File: config.mk
export PLATFORM = sky130hd
export DESIGN_NAME = ps2_kbd_wb_flat
export DESIGN_NICKNAME = d
export VERILOG_FILES = /design/src/rtl/ps2_kbd_wb_if.sv /design/src/rtl/ps2_kbd_wb.sv /design/src/flat_wrapper.sv
export SDC_FILE = /design/constraint.sdc
export NUM_CORES = 1
export LEC_CHECK = 0
export BUFFER_PORTS_ARGS = -buffer_cell sky130_fd_sc_hd__buf_2
export CAP_MARGIN = 20
export CORE_MARGIN = 3
export CORE_UTILIZATION = 50
export DETAILED_ROUTE_END_ITERATION = 7
export HOLD_SLACK_MARGIN = 0.08
export PLACE_DENSITY = 0.7
export SETUP_SLACK_MARGIN = 0.05
export SLEW_MARGIN = 15
export SYNTH_ARGS = -nofsm -noshare
export SYNTH_HDL_FRONTEND = slang
export SYNTH_SLANG_ARGS = --single-unit
File: constraint.sdc
create_clock -name wb_clk_i -period 4.5 [get_ports wb_clk_i]
set_input_delay 0.225 -clock wb_clk_i [delete_from_list [all_inputs] [get_ports wb_clk_i]]
set_output_delay 0.225 -clock wb_clk_i [all_outputs]
set_load 0.005 [all_outputs]
File: src/rtl/ps2_kbd_wb_if.sv
// Wishbone slave bus bundle for the PS/2 keyboard receiver.
// The master drives address/data/strobes; the slave returns read data and acknowledge.
interface ps2_kbd_wb_if;
    logic [15:0] wb_adr_i;
    logic [15:0] wb_dat_i;
    logic [15:0] wb_dat_o;
    logic        wb_cyc_i;
    logic        wb_we_i;
    logic        wb_stb_i;
    logic        wb_ack_o;
    logic [1:0]  wb_sel_i;

    modport master (
        output wb_adr_i, wb_dat_i, wb_cyc_i, wb_we_i, wb_stb_i, wb_sel_i,
        input  wb_dat_o, wb_ack_o
    );

    modport slave (
        input  wb_adr_i, wb_dat_i, wb_cyc_i, wb_we_i, wb_stb_i, wb_sel_i,
        output wb_dat_o, wb_ack_o
    );
endinterface

File: src/rtl/ps2_kbd_wb.sv
// PS/2 keyboard receiver with scancode FIFO, CSR/DATA registers on Wishbone
// and a level-qualified edge-set interrupt request.
module ps2_kbd_wb #(
    parameter int FIFO_AW    = 3,
    parameter int FILTER_LEN = 8,
    parameter int TIMEOUT    = 50000
) (
    input  logic           wb_clk_i,
    input  logic           wb_rst_i,
    ps2_kbd_wb_if.slave    wb,
    output logic           irq,
    input  logic           iack,
    input  logic           ps2_clk,
    input  logic           ps2_data
);
    localparam int FW    = $clog2(FILTER_LEN + 1);
    localparam int TW    = $clog2(TIMEOUT + 1);
    localparam int DEPTH = 1 << FIFO_AW;

    typedef enum logic [1:0] {ST_IDLE, ST_DATA, ST_PARITY, ST_STOP} state_t;

    function automatic logic frame_ok(input logic [7:0] data, input logic par, input logic stop);
        return stop & (^{data, par});
    endfunction

    logic [1:0]         clk_sync_r, dat_sync_r;
    logic               filt_clk_r;
    logic [FW-1:0]      filt_cnt_r;
    logic               strobe_s, bit_s;
    state_t             state_r, next_state_s;
    logic [2:0]         bit_cnt_r;
    logic [7:0]         shift_r;
    logic               par_r;
    logic [TW-1:0]      tmo_r;
    logic               timeout_s, push_s, frame_err_s;
    logic [7:0]         mem_r [DEPTH];
    logic [FIFO_AW-1:0] wr_ptr_r, rd_ptr_r;
    logic [FIFO_AW:0]   count_r;
    logic               empty_s, full_s, push_ok_s, ovf_set_s, pop_s;
    logic               acc_s, rd_s, wr_s, csr_wr_s, is_data_s;
    logic               ie_r, err_r, ovf_r, ack_r, req_s, req_q_r, irq_r;
    logic [15:0]        dat_o_r, csr_s, rd_data_s;
    logic               unused_s;

    assign unused_s = ^{wb.wb_adr_i[15:2], wb.wb_adr_i[0], wb.wb_dat_i[13:7], wb.wb_dat_i[5:0]};

    // Synchronisers and glitch filter: the filtered clock flips after FILTER_LEN differing samples.
    always_ff @(posedge wb_clk_i) begin
        if (wb_rst_i) begin
            clk_sync_r <= 2'b11;
            dat_sync_r <= 2'b11;
            filt_clk_r <= 1'b1;
            filt_cnt_r <= '0;
        end else begin
            clk_sync_r <= {clk_sync_r[0], ps2_clk};
            dat_sync_r <= {dat_sync_r[0], ps2_data};
            if (clk_sync_r[1] == filt_clk_r) begin
                filt_cnt_r <= '0;
            end else if (filt_cnt_r == FW'(FILTER_LEN - 1)) begin
                filt_clk_r <= clk_sync_r[1];
                filt_cnt_r <= '0;
            end else begin
                filt_cnt_r <= filt_cnt_r + 1'b1;
            end
        end
    end

    assign strobe_s  = filt_clk_r & ~clk_sync_r[1] & (filt_cnt_r == FW'(FILTER_LEN - 1));
    assign bit_s     = dat_sync_r[1];
    assign timeout_s = (tmo_r == TW'(TIMEOUT));

    // Receiver next-state and frame-completion decode.
    always_comb begin
        next_state_s = state_r;
        push_s       = 1'b0;
        frame_err_s  = 1'b0;
        if ((state_r != ST_IDLE) && timeout_s) begin
            next_state_s = ST_IDLE;
        end else if (strobe_s) begin
            case (state_r)
                ST_IDLE:   next_state_s = bit_s ? ST_IDLE : ST_DATA;
                ST_DATA:   next_state_s = (bit_cnt_r == 3'd7) ? ST_PARITY : ST_DATA;
                ST_PARITY: next_state_s = ST_STOP;
                ST_STOP: begin
                    next_state_s = ST_IDLE;
                    if (frame_ok(shift_r, par_r, bit_s)) begin
                        push_s = 1'b1;
                    end else begin
                        frame_err_s = 1'b1;
                    end
                end
                default:   next_state_s = ST_IDLE;
            endcase
        end else begin
            next_state_s = state_r;
        end
    end

    // Receiver state, shift register and inactivity timer.
    always_ff @(posedge wb_clk_i) begin
        if (wb_rst_i) begin
            state_r   <= ST_IDLE;
            bit_cnt_r <= 3'd0;
            shift_r   <= 8'h00;
            par_r     <= 1'b0;
            tmo_r     <= '0;
        end else begin
            state_r <= next_state_s;
            if (strobe_s) begin
                case (state_r)
                    ST_IDLE:   bit_cnt_r <= 3'd0;
                    ST_DATA: begin
                        shift_r   <= {bit_s, shift_r[7:1]};
                        bit_cnt_r <= bit_cnt_r + 3'd1;
                    end
                    ST_PARITY: par_r <= bit_s;
                    default:   bit_cnt_r <= bit_cnt_r;
                endcase
            end
            if (strobe_s || (state_r == ST_IDLE)) begin
                tmo_r <= '0;
            end else if (!timeout_s) begin
                tmo_r <= tmo_r + 1'b1;
            end
        end
    end

    assign acc_s     = wb.wb_cyc_i & wb.wb_stb_i & ~ack_r;
    assign rd_s      = acc_s & ~wb.wb_we_i;
    assign wr_s      = acc_s & wb.wb_we_i;
    assign is_data_s = wb.wb_adr_i[1];
    assign csr_wr_s  = wr_s & ~is_data_s;
    assign empty_s   = (count_r == '0);
    assign full_s    = (count_r == (FIFO_AW + 1)'(DEPTH));
    assign pop_s     = rd_s & is_data_s & ~empty_s;
    assign push_ok_s = push_s & (~full_s | pop_s);
    assign ovf_set_s = push_s & full_s & ~pop_s;

    // FIFO storage; entries are only meaningful while counted.
    always_ff @(posedge wb_clk_i) begin
        if (push_ok_s) begin
            mem_r[wr_ptr_r] <= shift_r;
        end
    end

    // FIFO pointers and occupancy.
    always_ff @(posedge wb_clk_i) begin
        if (wb_rst_i) begin
            wr_ptr_r <= '0;
            rd_ptr_r <= '0;
            count_r  <= '0;
        end else begin
            if (push_ok_s) wr_ptr_r <= wr_ptr_r + 1'b1;
            if (pop_s)     rd_ptr_r <= rd_ptr_r + 1'b1;
            case ({push_ok_s, pop_s})
                2'b10:   count_r <= count_r + 1'b1;
                2'b01:   count_r <= count_r - 1'b1;
                default: count_r <= count_r;
            endcase
        end
    end

    assign csr_s = {err_r, ovf_r, 6'b000000, ~empty_s, ie_r, 6'b000000};

    // Read mux for the acknowledged cycle.
    always_comb begin
        rd_data_s = 16'h0000;
        if (!rd_s) begin
            rd_data_s = 16'h0000;
        end else if (is_data_s) begin
            rd_data_s = empty_s ? 16'h0000 : {8'h00, mem_r[rd_ptr_r]};
        end else begin
            rd_data_s = csr_s;
        end
    end

    // Control/status flags; a new error or overflow outranks a simultaneous clear.
    always_ff @(posedge wb_clk_i) begin
        if (wb_rst_i) begin
            ie_r  <= 1'b0;
            err_r <= 1'b0;
            ovf_r <= 1'b0;
        end else begin
            if (csr_wr_s && wb.wb_sel_i[0]) ie_r <= wb.wb_dat_i[6];
            if (frame_err_s) begin
                err_r <= 1'b1;
            end else if (csr_wr_s && wb.wb_sel_i[1] && wb.wb_dat_i[15]) begin
                err_r <= 1'b0;
            end
            if (ovf_set_s) begin
                ovf_r <= 1'b1;
            end else if (csr_wr_s && wb.wb_sel_i[1] && wb.wb_dat_i[14]) begin
                ovf_r <= 1'b0;
            end
        end
    end

    // Single-cycle acknowledge with registered read data.
    always_ff @(posedge wb_clk_i) begin
        if (wb_rst_i) begin
            ack_r   <= 1'b0;
            dat_o_r <= 16'h0000;
        end else begin
            ack_r   <= acc_s;
            dat_o_r <= rd_data_s;
        end
    end

    assign req_s = ie_r & ~empty_s;

    // Interrupt: set on a rising request, dropped by iack or by the request going away.
    always_ff @(posedge wb_clk_i) begin
        if (wb_rst_i) begin
            req_q_r <= 1'b0;
            irq_r   <= 1'b0;
        end else begin
            req_q_r <= req_s;
            if (req_s && !req_q_r) begin
                irq_r <= 1'b1;
            end else if (iack || !req_s) begin
                irq_r <= 1'b0;
            end else begin
                irq_r <= irq_r;
            end
        end
    end

    assign wb.wb_ack_o = ack_r;
    assign wb.wb_dat_o = dat_o_r;
    assign irq         = irq_r;
endmodule

File: src/flat_wrapper.sv
// flat-port wrapper written by rule: the top's interface ports become plain ports
module ps2_kbd_wb_flat 
#(
    parameter int FIFO_AW    = 3,
    parameter int FILTER_LEN = 8,
    parameter int TIMEOUT    = 50000
)
  (wb_clk_i, wb_rst_i, irq, iack, ps2_clk, ps2_data, wb_wb_adr_i, wb_wb_dat_i, wb_wb_cyc_i, wb_wb_we_i, wb_wb_stb_i, wb_wb_sel_i, wb_wb_dat_o, wb_wb_ack_o);
  ps2_kbd_wb_if wb_i ();
  input  logic wb_clk_i;
  input  logic wb_rst_i;
  output logic irq;
  input  logic iack;
  input  logic ps2_clk;
  input  logic ps2_data;
  input wire logic [$bits(wb_i.wb_adr_i)-1:0] wb_wb_adr_i;
  input wire logic [$bits(wb_i.wb_dat_i)-1:0] wb_wb_dat_i;
  input wire logic [$bits(wb_i.wb_cyc_i)-1:0] wb_wb_cyc_i;
  input wire logic [$bits(wb_i.wb_we_i)-1:0] wb_wb_we_i;
  input wire logic [$bits(wb_i.wb_stb_i)-1:0] wb_wb_stb_i;
  input wire logic [$bits(wb_i.wb_sel_i)-1:0] wb_wb_sel_i;
  output wire logic [$bits(wb_i.wb_dat_o)-1:0] wb_wb_dat_o;
  output wire logic [$bits(wb_i.wb_ack_o)-1:0] wb_wb_ack_o;
  assign wb_i.wb_adr_i = wb_wb_adr_i;
  assign wb_i.wb_dat_i = wb_wb_dat_i;
  assign wb_i.wb_cyc_i = wb_wb_cyc_i;
  assign wb_i.wb_we_i = wb_wb_we_i;
  assign wb_i.wb_stb_i = wb_wb_stb_i;
  assign wb_i.wb_sel_i = wb_wb_sel_i;
  assign wb_wb_dat_o = wb_i.wb_dat_o;
  assign wb_wb_ack_o = wb_i.wb_ack_o;
  ps2_kbd_wb #(.FIFO_AW(FIFO_AW), .FILTER_LEN(FILTER_LEN), .TIMEOUT(TIMEOUT)) u_core (.wb_clk_i(wb_clk_i), .wb_rst_i(wb_rst_i), .wb(wb_i), .irq(irq), .iack(iack), .ps2_clk(ps2_clk), .ps2_data(ps2_data));
endmodule
==> results.json <==
{
  "status": "complete, no violations",
  "synth_edf_count": 64,
  "endpoint_kind": "flip-flop",
  "avgSynthCellArea_um2": 12.9,
  "synth_fa_ha_area_frac": 0.0269,
  "final_cell_mix": "dfxtp_1, edfxtp_1, nor2_1",
  "synth_cell_types": 53,
  "hp-start": "wb_rst_i",
  "critical_path.n_buffers_inverters": 1,
  "ctsHtreeMaxLevel": 4,
  "antenna_cells": 0,
  "syn_to_final_growth_pct": 18.0,
  "crit_path_max_fanout": 11,
  "muxShareOfSynthArea": 0.107,
  "post-route-util": 0.611,
  "multiInputGateArea_mm2": 0.00198,
  "path_cells": "xor2_1, xnor3_2, xnor2_4, o21ai_4, clkinv_4, ha_1, a21o_1, a21oi_1, nor3_1, a22oi_2, mux2_4",
  "ant_nets": 0,
  "pin_count": 60,
  "required_ps": 4890,
  "clockRootBuffer": "clkbuf_8",
  "r2r-end": "u_core.count_r[3]",
  "synth-seq-cells": 132,
  "cp_slowest_cell": "dfxtp_1",
  "grt_pass1_vias": 3209,
  "synth_area_mm2": 0.00539,
  "drt-total-wl_mm": 9.68,
  "dr.pass1.iters": 4,
  "cts_buffers": 17,
  "port_buffers": 25,
  "crit_family": "XOR/XNOR gates",
  "core_mm2": 0.0104,
  "fin_crit_sh": 0.719,
  "post_drt_wl_per_cell_um": 15.7,
  "worst-slew-pin-transition_ps": 855,
  "fmax_mhz": 309,
  "cts.sinks": 132,
  "grt_max_degree": 41,
  "die_w_um": 110,
  "r2r_slack_ps": 1260,
  "drive_gt1_frac": 0.190,
  "synth_area_leaders": "edfxtp_1, dfxtp_1, mux4_2, mux2i_1, nor2_1",
  "start_util": 0.518,
  "hp-class": "in2reg",
  "dieArea_mm2": 0.0121,
  "rsz0062_at_grt": "no",
  "place.gp.congestion": 0.778,
  "path_clk_slew_ps": 60,
  "synthSimpleGateAreaFrac": 0.141,
  "max-vdd-ir-drop_uv": 191,
  "tns_ps": 0,
  "final_net_count": 520,
  "yosys.area.top_type_share": 0.356,
  "relSlewSlack": 0.428,
  "final_common_cell": "dfxtp_1",
  "worstSetupStartpointType": "flip-flop",
  "fill_cells": 782,
  "drc": 0,
  "cts-resized-gates": 0,
  "clock_skew_ps": 11.5,
  "synth_warnings": 0,
  "r2r_start": "u_core.shift_r[4]",
  "synth_flop_cell": "dfxtp_1",
  "synth-xor-area-share": 0.0466,
  "antenna_found_initial": 0,
  "dr.first_iter.drc_count": 201,
  "cp_slowest_stage_delay_ps": 530,
  "overflow": 0,
  "hold_depth": 2,
  "path_class": "reg2reg",
  "die_h_um": 110,
  "cts_tree": "built",
  "ff2ff_path_depth": 11,
  "seq_area_mm2": 0.00328,
  "yosys.area.top_type": "edfxtp_1",
  "cap_violations": 0,
  "clock_path_buffers": 2,
  "netlist_instances": 419,
  "crit_arrival_ps": 3630,
  "rows": 37,
  "dpl.hpwl_mm": 6.23,
  "vias": 3255,
  "hold_viol_final": 0,
  "synth_compound_area_frac": 0.0411,
  "maxSlewViolCount": 0,
  "clk_latency_ps": 510,
  "worstHoldEndpoint": "u_core.wb.wb_ack_o",
  "setup_viol": 0,
  "track_usage": 0.176,
  "fin_crit_ps": 3240,
  "routed_via_density": 5.28,
  "ys_async_sr_fraction": 0,
  "power_density_mw_per_mm2": 399,
  "postCtsSetupBuffers": 0,
  "ys_seq_area_frac": 0.609,
  "p_leak_uw": 0.00222,
  "grt_pass1_wl_mm": 15.9,
  "synth_top_family_by_area": "simple AND/OR/NAND/NOR gates"
}
[kinds of logic (layout without fill, tap and decap cells)]
| group | count (synthesis) | count (layout) |
|---|---|---|
| AND/OR/NAND/NOR | 148 | 148 |
| flip-flops | 132 | 132 |
| multiplexers | 37 | 37 |
| AO/OA/AOI/OAI | 35 | 35 |
| buffers and inverters | 31 | 87 |
| XOR/XNOR | 24 | 24 |
| adder cells (fa/ha/maj) | 11 | 11 |
| other | 1 | 6 |
[what timing repair did]
item,in CTS,in global routing
hold buffers,14,0
endpoints found under the setup margin,0,0
hold endpoints to repair,9,0
[stage by stage]
stage / hold WS [ps] / std cells / cell area, um^2 / power (uW) / setup slack (ps)
detailed placement: 396 / 570 / 5670 / 1300 / 1260
global placement: 394 / 569 / 5650 / 1300 / 1350
finish: 262 / 616 / 6360 / 2540 / 1260
global route: 268 / 616 / 6360 / 2620 / 1100
floorplan: 312 / 424 / 5410 / 1290 / 1490
CTS: 190 / 616 / 6360 / 2560 / 1240
[registers in the layout, indices dropped and copies added, names as in the netlist, 2 cells and up, named ones only]
name and count:
u_core.mem_r 64, u_core.tmo_r 16, u_core.wb.wb_dat_o 10, u_core.shift_r 8, u_core.count_r 4, u_core.filt_cnt_r 4
u_core.bit_cnt_r 3, u_core.rd_ptr_r 3, u_core.wr_ptr_r 3, u_core.clk_sync_r 2, u_core.dat_sync_r 2
[how the worst max path moves through the flow]
stage / from / end / slack, ps / cells past startpoint
2_1_floorplan: u_core.shift_r[4] / u_core.mem_r[4][0] / 1490 / 6
3_3_place_gp: u_core.shift_r[4] / u_core.count_r[3] / 1350 / 11
4_1_cts: u_core.shift_r[4] / u_core.count_r[3] / 1240 / 11
3_5_place_dp: u_core.shift_r[4] / u_core.count_r[3] / 1260 / 11
6_report: u_core.shift_r[4] / u_core.count_r[3] / 1260 / 11
5_1_grt: u_core.shift_r[4] / u_core.count_r[3] / 1100 / 11
[routing by layer]
| metal | part of all wire | GRT usage | vias to the layer above |
|---|---|---|---|
| li1 | - | - | 1607 |
| met4 | 0.0098 | 0.0686 | 0 |
| met5 | 0 | 0 | - |
| met1 | 0.42 | 0.205 | 1575 |
| met2 | 0.51 | 0.305 | 65 |
| met3 | 0.054 | 0.0523 | 8 |
[final cells by class]
type	count	share of cell area
inverter	9	0.00609
sequential	132	0.516
tap	136	0.0267
timing repair buffer	46	0.0531
clock buffer	21	0.0690
multi-input combinational	261	0.312
clock inverter	11	0.0175
[synth_stat cells (all sizes together) (5+ instances only)]
cell,instances
or3,8
o21ai,9
nand2,24
mux2i,20
a21oi,15
clkbuf,12
buf,10
or2,6
nand3,12
inv,8
ha,10
and3,5
nor3,11
dfxtp,68
mux4,16
xor2,14
nor2,52
edfxtp,64
xnor2,9
[power breakdown]
group | switching (uW) | total [uW] | internal, uW
Sequential | 1.62 | 1250 | 1250
Combinational | 14.1 | 27.9 | 13.8
Clock | 464 | 1260 | 793
(Power assumes the default switching activity.)
